<file path="src/rtl/interp_and_fir.sv">
// Interpolate-by-2 half-band filter: two 8-tap polyphase branches sharing one serial MAC.
// Optional output saturation is enabled by defining INTERP_SAT_EN; otherwise the output wraps.
module interp_and_fir #(
  parameter int unsigned DATA_WIDTH = 16
) (
  input  logic                         clk,
  input  logic                         rst,
  input  logic                         single_valid_in,
  input  logic [4:0]                   right_shift,
  input  logic signed [DATA_WIDTH-1:0] data_in,
  output logic                         ifir_valid_out,
  output logic signed [DATA_WIDTH-1:0] ifir_data_out,
  output logic                         overrun
);

  localparam int unsigned COEF_W = 16;
  localparam int unsigned TAPS   = 8;
  localparam int unsigned TAP_W  = 3;
  localparam int unsigned PROD_W = COEF_W + DATA_WIDTH;
  localparam int unsigned ACC_W  = DATA_WIDTH + COEF_W + 3;

  // Polyphase split of h = -1,0,3,0,-9,0,23,32,23,0,-9,0,3,0,-1,0
  localparam logic signed [COEF_W-1:0] HE [TAPS] = '{
    -16'sd1, 16'sd3, -16'sd9, 16'sd23, 16'sd23, -16'sd9, 16'sd3, -16'sd1
  };
  localparam logic signed [COEF_W-1:0] HO [TAPS] = '{
    16'sd0, 16'sd0, 16'sd0, 16'sd32, 16'sd0, 16'sd0, 16'sd0, 16'sd0
  };

`ifdef INTERP_SAT_EN
  localparam logic signed [ACC_W-1:0] SAT_MAX = ACC_W'((2 ** (DATA_WIDTH - 1)) - 1);
  localparam logic signed [ACC_W-1:0] SAT_MIN = ~SAT_MAX;
`endif

  typedef enum logic [2:0] {
    IDLE  = 3'd0,
    MAC_E = 3'd1,
    OUT_E = 3'd2,
    MAC_O = 3'd3,
    OUT_O = 3'd4
  } state_t;

  state_t state;
  state_t next_state;

  logic signed [DATA_WIDTH-1:0] x [TAPS];
  logic signed [ACC_W-1:0]      acc;
  logic [TAP_W-1:0]             tap;

  logic                         accept_c;
  logic                         drop_c;
  logic                         mac_c;
  logic                         out_c;
  logic signed [COEF_W-1:0]     coef_c;
  logic signed [DATA_WIDTH-1:0] sample_c;
  logic signed [PROD_W-1:0]     prod_c;
  logic signed [ACC_W-1:0]      shifted_c;
  logic signed [DATA_WIDTH-1:0] result_c;

  // State register
  always_ff @(posedge clk) begin
    if (rst) begin
      state <= IDLE;
    end else begin
      state <= next_state;
    end
  end

  // Next-state logic
  always_comb begin
    next_state = state;
    case (state)
      IDLE:    if (single_valid_in) next_state = MAC_E;
      MAC_E:   if (tap == TAP_W'(TAPS - 1)) next_state = OUT_E;
      OUT_E:   next_state = MAC_O;
      MAC_O:   if (tap == TAP_W'(TAPS - 1)) next_state = OUT_O;
      OUT_O:   next_state = IDLE;
      default: next_state = IDLE;
    endcase
  end

  // Control decode
  always_comb begin
    accept_c = 1'b0;
    drop_c   = 1'b0;
    mac_c    = 1'b0;
    out_c    = 1'b0;
    case (state)
      IDLE:         accept_c = single_valid_in;
      MAC_E, MAC_O: mac_c    = 1'b1;
      OUT_E, OUT_O: out_c    = 1'b1;
      default:      ;
    endcase
    if (state != IDLE) drop_c = single_valid_in;
  end

  // One product per MAC cycle; phase chosen by the state
  always_comb begin
    coef_c   = (state == MAC_O) ? HO[tap] : HE[tap];
    sample_c = x[tap];
    prod_c   = coef_c * sample_c;
  end

  // Floor shift then wrap or clamp to the output width
  always_comb begin
    shifted_c = acc >>> right_shift;
`ifdef INTERP_SAT_EN
    if (shifted_c > SAT_MAX) begin
      result_c = DATA_WIDTH'(SAT_MAX);
    end else if (shifted_c < SAT_MIN) begin
      result_c = DATA_WIDTH'(SAT_MIN);
    end else begin
      result_c = DATA_WIDTH'(shifted_c);
    end
`else
    result_c = DATA_WIDTH'(shifted_c);
`endif
  end

  // Delay line, accumulator and registered outputs
  always_ff @(posedge clk) begin
    if (rst) begin
      for (int k = 0; k < int'(TAPS); k++) x[k] <= '0;
      acc            <= '0;
      tap            <= '0;
      ifir_valid_out <= 1'b0;
      ifir_data_out  <= '0;
      overrun        <= 1'b0;
    end else begin
      ifir_valid_out <= out_c;
      overrun        <= overrun | drop_c;
      if (accept_c) begin
        for (int k = int'(TAPS) - 1; k > 0; k--) x[k] <= x[k-1];
        x[0] <= data_in;
        acc  <= '0;
        tap  <= '0;
      end
      // tap wraps 7 -> 0, so the odd phase starts from tap 0 as well
      if (mac_c) begin
        acc <= acc + ACC_W'(prod_c);
        tap <= tap + TAP_W'(1);
      end
      if (out_c) begin
        ifir_data_out <= result_c;
        acc           <= '0;
      end
    end
  end

endmodule

</file>
<file path="config.mk">
export PLATFORM = sky130hd
export DESIGN_NAME = interp_and_fir
export DESIGN_NICKNAME = d
export VERILOG_FILES = /design/src/rtl/interp_and_fir.sv
export SDC_FILE = /design/constraint.sdc
export NUM_CORES = 1
export LEC_CHECK = 0
export ABC_CLOCK_PERIOD_IN_PS = 10800
export CAP_MARGIN = 20
export CORE_ASPECT_RATIO = 0.6
export CORE_UTILIZATION = 47
export DETAILED_ROUTE_END_ITERATION = 8
export PLACE_DENSITY_LB_ADDON = 0.25
export SYNTH_ARGS = -nofsm -noshare
export SYNTH_HDL_FRONTEND = slang
export SYNTH_SLANG_ARGS = --single-unit
</file>
<file path="constraint.sdc">
create_clock -name clk -period 10.8 [get_ports clk]
set_clock_uncertainty 0.2 [all_clocks]
set_input_delay 2.16 -clock clk [delete_from_list [all_inputs] [get_ports clk]]
set_output_delay 2.16 -clock clk [all_outputs]
set_load 0.02 [all_outputs]
</file>
## Word-level counts from Yosys, hierarchy flattened

Memory sizes are Yosys's and may differ from the RTL's. A register that Yosys moved wholly into a read port is not among the register bits.
Index checks and enable logic that the tools add are counted.

| storage, ports and cells | value |
|---|---|
| output and inout port bits | 18 |
| input bits | 24 |
| memory bits (writable) | 128 |
| memory bits (read-only) | 256 |
| memories | 3 |
| bits in registers | 59 |
| logic and storage cells | 71 |

Memory list:

| name | depth | width | rd ports | clocked after Yosys merged registers in | wr ports | line | text |
|---|---|---|---|---|---|---|---|
| (name not given) | 8 | 16 | 1 | 0 | 0 | 99 | `coef_c = (state == MAC_O) ? HO[tap] : HE[tap];` |
| (name not given) | 8 | 16 | 1 | 0 | 0 | 99 |  |
| x | 8 | 16 | 8 | 1 | 8 | 46 | `logic signed [DATA_WIDTH-1:0] x [TAPS];` |

| operators by class | value |
|---|---|
| magnitude comparators | 1 |
| shift-type cells | 1 |
| reduce and logical (&&, ||, !) cells | 7 |
| $mul | 1 |
| eq/ne operators | 8 |
| bitwise operators | 10 |
| add/sub/neg operators | 2 |
| muxes and demuxes | 32 |

Operators with widths:

| operator | count |
|---|---|
| 2-to-1 mux 16 bit | 13 |
| 2-to-1 mux 35 bit | 2 |
| adder 35 x 32 -> 35 bit | 1 |
| >>> shifter 35 x 5 -> 16 bit | 1 |
| multiplier 16 x 16 -> 32 bit | 1 |
| 2-to-1 mux 3 bit | 7 |
| case mux 3 bit (4 select lines) | 1 |
| 2-to-1 mux 1 bit | 9 |
| OR 1 bit | 9 |
| equality test 3 x 2 -> 1 bit, second input constant | 2 |
| equality test 3 bit, second input constant | 2 |
| != test 2 bit, second input constant | 3 |
| OR reduction 2 bit | 3 |
| >= comparator 4 bit, second input constant | 1 |
| inverter 3 -> 4 bit | 1 |
| adder 3 x 1 -> 3 bit, second input constant | 1 |
| equality test 3 x 1 -> 1 bit, second input constant | 1 |
| zero test 3 bit | 1 |
| AND reduction 3 bit | 1 |
| nonzero test 3 bit | 1 |
| nonzero test 2 bit | 1 |

## Longest topological paths before layout

Gate-level depths: netlist of the first run.

| logic depth | value |
|---|---|
| depth in word-level cells | 8 |
| mapped depth | 29 |
| depth with buffers taken out | 27 |

## Worst setup path after synthesis of the first run

Ideal clock, no wire load.

| path | value |
|---|---|
| path kind | register -> register |
| start | register (tool-made name) |
| end | register acc[33] |
| period minus slack after synthesis | 7798 ps |
| arrival time | 7538 ps |
| setup slack | 3002 ps |
| library setup time | 60 ps |
| buffers on the path | 4 |
| required time | 10540 ps |
| cell stages (with the launch flop) | 27 |
| cells stage by stage | dfxtp_1 clkbuf_1 buf_2 buf_2 mux4_2 mux2i_1 nand2b_1 fa_1 fa_1 fa_1 inv_1 fa_1 fa_1 inv_1 fa_1 inv_1 ha_1 buf_6 and3_1 a221o_1 a21oi_2 o31ai_2 o2111ai_2 a31oi_2 a211o_1 mux2_4 nand2_1 |

RTL lines:

| element | line | text |
|---|---|---|
| to (signal assigned) | 140 | `acc <= acc + ACC_W'(prod_c);` |
| to (decl) | 47 | `logic signed [ACC_W-1:0] acc;` |

==> results_dict.tcl, run 1 <==
set metrics [dict create \
    clk_latency_ps 450 \
    drv_cap 0 \
    synth_seq_cells 190 \
    netlist.area_leader.share_pct 24.0 \
    rsz0062_at_grt "false" \
    core_area_um2 36600 \
    crit_chain "buf_4 > mux4_2 > mux2i_1 > nand2b_1 > fa_1 > fa_1 > fa_1 > fa_1 > inv_1 > fa_1 > inv_1 > fa_1 > inv_1 > ha_1 > nand3_1 > nor2_1 > o2111a_1 > o31ai_1 > a21o_1 > o31ai_1 > o31ai_2 > xnor2_1 > a22o_1" \
    hold_violations 0 \
    clkTransAtPathRegs_ps 80 \
    grt_first_pass_wirelength_um 62100 \
    num_io_pins 42 \
    cp.buffers_inverters 4 \
    synth_top_area_cell "fa_1" \
    synth_fp_nets 1962 \
    antenna_left 0 \
    wirelength_um 37200 \
    arrival_ps 8560 \
    root_buffer "clkbuf_16" \
    grt_usage_pct 21.2 \
    routed.top_layer "met4" \
    cts_tree "done" \
    layout_min_cycle_time_ps 8420 \
    nFillCells 3303 \
    cp.required_ps 10940 \
    drc_errors 0 \
    cp_common_cell "fa_1" \
    pre_cts_ws_ps 2360 \
    cts_sinks 190 \
    post_cts_buffers 0 \
    first_pass_iters 5 \
    crit_path_end_kind "flip-flop" \
    setup_violations 0 \
    utilization_pct 52.0 \
    tns_ps 0 \
    outcome "finished clean" \
    syn_inst 1616 \
    vias_per_cell 5.35 \
    grt_start_max_net_pins 129 \
    hold_buffers 0 \
    port_buffers 41 \
    cts_buffers 17 \
    period_share_pct 78.0 \
    place.gp.congestion 0.932 \
    yosys_most_used_dff "edfxtp_1" \
    min_path_type "reg2reg" \
    synth_commonest_cells "inv_1 (313), fa_1 (210), and2_1 (138), edfxtp_1 (128), ha_1 (112)" \
    dieHeight_um 152 \
    met3_length_um 3370 \
    fmax_ghz 0.119 \
    clock_path_buffers 2 \
    dr_total_vias 11400 \
    synthToLayoutAreaGrowth_pct 8.51 \
    async_flop_share_pct 0 \
    holdCritStartpoint "ifir_data_out[14]$_SDFFE_PP0P_" \
    worstSetupPathType "reg2reg" \
    synth.distinct_cells 61 \
    synth.most_common_cell "inv_1" \
    yosysSeqAreaShare_pct 29.0 \
    hpwl_um 29300 \
    wire_per_inst_um 17.4 \
    setup_slack_ps 2380 \
    synth_edf_count 128 \
    layout-drive-gt1-share_pct 8.56 \
    slew_viol_final 0 \
    worst_pin_slew_ps 1080 \
    synth_area_leaders "fa_1 (24%), edfxtp_1 (22%), ha_1 (8.0%)" \
    wl_met2_um 14200 \
    cts.htree.levels 4 \
    grt_pass1_vias 11400 \
    critical_path.max_stage_delay_ps 920 \
    die_area_um2 38100 \
    grt.overflow.total 0 \
    slew_headroom_pct 27.8 \
    start_util_pct 48.0 \
    grt_antenna_before_repair 0 \
    slowest_stage "fa_1" \
    netlist_area_um2 17500 \
    ctsResizeCount 0 \
    drtIter0Drc 986 \
    routedLengthMet1_um 19200 \
    crit_family "adder cells" \
    rows 54 \
    finalNetCount 1969 \
    yosysWarnings 0 \
    dieWidth_um 251 \
    antenna_cells 0 \
    worstPathMaxFanout 20 \
    avgSynthCellArea_um2 10.8 \
    start_kind "flip-flop" \
]
cell usage in the layout, fill, tap and decap left out, drive strengths merged, types with 34 or more instances in the layout:
cell           instances
inv                  321
fa                   210
and2                 138
edfxtp               128
ha                   112
nor2                 104
nand2                 78
dfxtp                 62
mux4                  53
a21oi                 45
clkdlybuf4s50         39
mux2i                 37
o21ai                 34
cells by family after synthesis:
group           count (synthesis)  synth area share, %
compound gates                194                 7.66
xor+xnor                       36                 1.80
fa+ha+maj                     322                 32.0
buf+inv                       385                 8.36
flops                         190                 29.0
mux                           112                 10.4
simple gates                  377                 10.8
through the flow:
| step | cell area (um2) | std cells | hold slack, ps |
|---|---|---|---|
| floorplan | 17500 | 1616 | 277 |
| global placement | 18400 | 2106 | 235 |
| detailed placement | 18400 | 2106 | 238 |
| CTS | 19000 | 2138 | 249 |
| global route | 19000 | 2140 | 297 |
| finish | 19000 | 2140 | 254 |
path summary, 6_finish.rpt:
kind                                          to  depth (start not counted)  slack, ps
hold / removal    ifir_data_out[14]$_SDFFE_PP0P_                          2        250
setup reg to reg            acc[34]$_SDFFE_PP0N_                         23       2380
hold reg to reg   ifir_data_out[14]$_SDFFE_PP0P_                          2        250
setup / recovery            acc[34]$_SDFFE_PP0N_                         23       2380
state kept, by name, summed over array words and instances, names as in the netlist, named ones only:
signal / count
acc: 35
ifir_data_out: 16
ifir_valid_out: 1
overrun: 1
state: 3
tap: 3
x: 128
cell type report:
type	instances	area, um2	share of cell area (%)
multi-input combinational	1041	11000	57.8
clock buffer	17	425	2.24
sequential	190	5090	26.7
timing repair buffer	58	548	2.88
tap	504	631	3.32
inverter	315	1180	6.22
clock inverter	15	151	0.796
worst min-delay path, delay by kind of cell (launching register included):
family           cells  cell delay [ps]
DFF                  1              310
and+or+nand+nor      2              100
metal layers:
metal / GRT usage (%) / vias up
met2: 27.5 / 324
met5: 0 / -
li1: - / 5323
met1: 34.0 / 5783
met4: 4.48 / 0
met3: 6.13 / 18
Power of run 1 is not shown: default switching activity piles up to over one toggle a cycle in this logic, so the estimate is an artifact.
==> run 2, diff against run 1 <==
--- a/config.mk
+++ b/config.mk
@@ -5,7 +5,7 @@
 export SDC_FILE = /design/constraint.sdc
 export NUM_CORES = 1
 export LEC_CHECK = 0
-export ABC_CLOCK_PERIOD_IN_PS = 10800
+export ABC_CLOCK_PERIOD_IN_PS = 8400
 export CAP_MARGIN = 20
 export CORE_ASPECT_RATIO = 0.6
 export CORE_UTILIZATION = 47
==> constraint.sdc (replaced) <==
create_clock -name clk -period 8.4 [get_ports clk]
set_clock_uncertainty 0.2 [all_clocks]
set_input_delay 1.68 -clock clk [delete_from_list [all_inputs] [get_ports clk]]
set_output_delay 1.68 -clock clk [all_outputs]
set_load 0.02 [all_outputs]
==> results_dict.tcl, run 2 (synthesis gave the netlist of run 1 again) <==
set metrics [dict create \
    antenna_cells 0 \
    min_path_cells 2 \
    fmax_ghz 0.126 \
    core_area_um2 36600 \
    clkTransAtPathRegs_ps 90 \
    whs_endpoint "ifir_data_out[14]$_SDFFE_PP0P_" \
    root_buffer "clkbuf_16" \
    dieWidth_um 251 \
    place.gp.congestion 1.01 \
    grt_first_pass_wirelength_um 62100 \
    layout_min_cycle_time_ps 7940 \
    grt_usage_pct 21.1 \
    rrSetupSlack_ps 460 \
    grt_pass1_vias 11400 \
    slowest_stage "fa_1" \
    cts.htree.levels 4 \
    cp.required_ps 8540 \
    port_buffers 41 \
    placed_cells 2125 \
    min_path_type "reg2reg" \
    drc_errors 0 \
    dr_total_vias 11600 \
    worst_pin_slew_ps 986 \
    final_cell_mix "inv_1 (313), fa_1 (210), and2_1 (138)" \
    slew_headroom_pct 34.3 \
    period_share_pct 94.6 \
    finalNonFillerCells 2157 \
    wire_per_inst_um 17.2 \
    outcome "finished clean" \
    synthToLayoutAreaGrowth_pct 9.39 \
    antenna_left 0 \
    hold_buffers 0 \
    start_kind "flip-flop" \
    final_common_cell "inv_1" \
    pre_cts_ws_ps 464 \
    layout-drive-gt1-share_pct 9.68 \
    worstSetupPathType "reg2reg" \
    grt.overflow.total 0 \
    r2r-end "acc[34]$_SDFFE_PP0N_" \
    cts_tree "done" \
    largest_register_ffs 128 \
    drv_cap 0 \
    holdCritStartpoint "ifir_data_out[14]$_SDFFE_PP0P_" \
    crit_path_end_kind "flip-flop" \
    vias_per_cell 5.36 \
    first_pass_iters 5 \
    tns_ps 0 \
    setup_violations 0 \
    die_area_um2 38100 \
    cts_buffers 17 \
    clk_latency_ps 460 \
    cp_common_cell "fa_1" \
    rsz0062_at_grt "false" \
    dieHeight_um 152 \
    reg2reg_from "state[0]$_SDFFE_PP0P_" \
    setup_slack_ps 457 \
    regMostFlops "x" \
    start_util_pct 48.0 \
    wirelength_um 37000 \
    ff2ff_path_depth 27 \
    arrival_ps 8090 \
    cts_sinks 190 \
    worstPathMaxFanout 21 \
    grt_start_max_net_pins 129 \
    grt_antenna_before_repair 0 \
    num_io_pins 42 \
    reg_top3 "x (128), acc (35), ifir_data_out (16)" \
    drtIter0Drc 975 \
    hold_violations 0 \
    critical_path.max_stage_delay_ps 540 \
    clock_path_buffers 2 \
    rows 54 \
    hpwl_um 29500 \
    slew_viol_final 0 \
    finalNetCount 1986 \
]
-- run 2: critical path: cells and delay by family (launching register included) --
family	cells	cell delay, ps
AO/OA/AOI/OAI	8	1770
XOR/XNOR	1	140
adder cells (fa/ha/maj)	7	3260
buffers and inverters	6	710
flip-flops	1	490
AND/OR/NAND/NOR	5	1230
-- run 2: layer usage --
| metal | track usage [%] | part of all wire [%] |
|---|---|---|
| met1 | 34.0 | 52 |
| met4 | 2.59 | 0.49 |
| met3 | 5.26 | 8.1 |
| met5 | 0 | 0 |
| met2 | 28.6 | 40 |
-- run 2: worst max path at each step --
stage / slack, ps / start / end
5_1_grt: 8 / state[0]$_SDFFE_PP0P_ / acc[34]$_SDFFE_PP0N_
3_3_place_gp: 640 / flip-flop / acc[33]$_SDFFE_PP0N_
4_1_cts: 420 / flip-flop / acc[34]$_SDFFE_PP0N_
3_5_place_dp: 460 / flip-flop / acc[34]$_SDFFE_PP0N_
6_report: 460 / state[0]$_SDFFE_PP0P_ / acc[34]$_SDFFE_PP0N_
2_1_floorplan: 600 / flip-flop / acc[33]$_SDFFE_PP0N_
-- run 2: area by class of cell --
cell class              instances  area [um2]
multi-input cells            1041       11000
fillers                      3234       17400
clock buffers                  17         425
flip-flops and latches        190        5090
repair buffers                 75         668
inverters                     315        1180
well taps                     504         631
clock inverters                15         179
-- run 2: through the flow --
stage | hold slack [ps] | area (um2) | utilization, %
after floorplan | 277 | 17500 | -
after global placement | 234 | 18600 | 50.8
after detailed placement | 236 | 18600 | 50.8
after global routing | 268 | 19200 | 52.5
final | 245 | 19200 | 52.5
after CTS | 249 | 19200 | 52.4
-- run 2: timing repair --
action / CTS / global route
resized for setup: 0 / 2
setup buffers: 0 / 0
endpoints found under the setup margin: 0 / 1
Power of run 2 is left out for the same reason.
==> run 3, diff against run 2 <==
--- a/config.mk
+++ b/config.mk
@@ -10,7 +10,6 @@
 export CORE_ASPECT_RATIO = 0.6
 export CORE_UTILIZATION = 47
 export DETAILED_ROUTE_END_ITERATION = 8
-export PLACE_DENSITY_LB_ADDON = 0.25
 export SYNTH_ARGS = -nofsm -noshare
 export SYNTH_HDL_FRONTEND = slang
 export SYNTH_SLANG_ARGS = --single-unit
==> results_dict.tcl, run 3 (synthesis gave the netlist of run 1 again) <==
set metrics [dict create \
    rsz0062_at_grt "false" \
    slowest_stage "fa_1" \
    clock_path_buffers 2 \
    rrSetupSlack_ps 420 \
    grt_first_pass_wirelength_um 62000 \
    setup_violations 0 \
    wire_per_inst_um 17.1 \
    reg_top3 "x (128), acc (35), ifir_data_out (16)" \
    grt_antenna_before_repair 0 \
    dieWidth_um 251 \
    vias_per_cell 5.24 \
    port_buffers 41 \
    crit_start "state[0]$_SDFFE_PP0P_" \
    dieHeight_um 152 \
    worstSetupPathType "reg2reg" \
    hpwl_um 29400 \
    r2r-end "acc[20]$_SDFFE_PP0N_" \
    first_pass_iters 6 \
    antenna_left 0 \
    reg2reg_from "state[0]$_SDFFE_PP0P_" \
    tns_ps 0 \
    critical_path.max_stage_delay_ps 540 \
    wirelength_um 36900 \
    hold_violations 0 \
    cts.htree.levels 4 \
    grt_pass1_vias 11400 \
    min_path_type "reg2reg" \
    crit_path_end_kind "flip-flop" \
    grt.overflow.total 0 \
    root_buffer "clkbuf_16" \
    antenna_cells 0 \
    post_cts_buffers 0 \
    drtIter0Drc 889 \
    clk_latency_ps 460 \
    grt_start_max_net_pins 129 \
    endpoint "acc[20]$_SDFFE_PP0N_" \
    clkTransAtPathRegs_ps 80 \
    cp_common_cell "fa_1" \
    final_cell_mix "inv_1 (313), fa_1 (209), and2_1 (138)" \
    fmax_ghz 0.125 \
    grt_usage_pct 21.1 \
    arrival_ps 8130 \
    place.gp.congestion 0.956 \
    start_kind "flip-flop" \
    period_share_pct 94.9 \
    outcome "finished clean" \
    finalNetCount 1986 \
    synthToLayoutAreaGrowth_pct 9.39 \
    slew_headroom_pct 33.7 \
    slew_viol_final 0 \
    final_common_cell "inv_1" \
    hold_buffers 0 \
    ff2ff_path_depth 26 \
    worst_pin_slew_ps 994 \
    worstPathMaxFanout 21 \
    cts_sinks 190 \
    largest_register_ffs 128 \
    layout_min_cycle_time_ps 7980 \
    drv_cap 0 \
    dr_total_vias 11300 \
    start_util_pct 48.0 \
    rows 54 \
    finalNonFillerCells 2157 \
    regMostFlops "x" \
    cp.required_ps 8550 \
    cts_buffers 17 \
    die_area_um2 38100 \
    placed_cells 2125 \
    drc_errors 0 \
    num_io_pins 42 \
    core_area_um2 36600 \
    layout-drive-gt1-share_pct 9.62 \
    cts_tree "done" \
]
==> run 3: cell types whose count changed in the layout (fill, tap and decap cells not counted), sizes merged <==
cell    change
bufinv      +1
clkinv      -1
==> run 3: per-layer routing <==
| metal | wire, um | up-vias | global-route usage, % |
|---|---|---|---|
| met3 | 2540 | 13 | 5.02 |
| met2 | 14100 | 256 | 27.5 |
| li1 | - | 5355 | - |
| met5 | 0 | - | 0 |
| met1 | 20000 | 5682 | 34.5 |
| met4 | 296 | 0 | 4.09 |
==> run 3: worst min path at each step <==
stage | startpoint | to | slack, ps | depth (start not counted)
after floorplan | acc[12]$_SDFFE_PP0N_ | acc[12]$_SDFFE_PP0N_ | 280 | 2
after global placement | ifir_data_out[14]$_SDFFE_PP0P_ | ifir_data_out[14]$_SDFFE_PP0P_ | 230 | 2
after detailed placement | ifir_data_out[14]$_SDFFE_PP0P_ | ifir_data_out[14]$_SDFFE_PP0P_ | 240 | 2
after CTS | ifir_data_out[14]$_SDFFE_PP0P_ | ifir_data_out[14]$_SDFFE_PP0P_ | 250 | 2
after global routing | ifir_data_out[14]$_SDFFE_PP0P_ | ifir_data_out[14]$_SDFFE_PP0P_ | 280 | 2
final | ifir_data_out[14]$_SDFFE_PP0P_ | ifir_data_out[14]$_SDFFE_PP0P_ | 250 | 2
==> run 3: cell type report <==
| cell class | instances | area [um2] |
|---|---|---|
| Fill cell | 3219 | 17400 |
| Multi-Input combinational cell | 1041 | 11000 |
| Sequential cell | 190 | 5090 |
| Inverter | 315 | 1180 |
| Timing Repair Buffer | 75 | 681 |
| Tap cell | 504 | 631 |
| Clock buffer | 17 | 425 |
| Clock inverter | 15 | 169 |
==> run 3: stage by stage <==
stage          instance area (um2)  hold slack (ps)  worst slack, ps  util (%)
2_1_floorplan                17500              277              602         -
3_3_place_gp                 18600              234              565      50.8
3_5_place_dp                 18600              236              309      50.8
4_1_cts                      19200              248              303      52.4
5_1_grt                      19200              275             2.62      52.5
6_report                     19200              246              425      52.5
==> run 3: repair_timing <==
action / in CTS / in global routing
hold endpoints to repair: 0 / 0
setup endpoints to repair: 0 / 5
resized for setup: 0 / 2
==> run 3: critical path, delay by kind of cell, from the launching register on <==
family	cells	cell delay, ps
compound gates	6	1670
xor+xnor	1	160
fa+ha+maj	7	3250
buf+inv	6	690
flops	1	480
simple gates	6	1400
Power of run 3 is left out for the same reason.
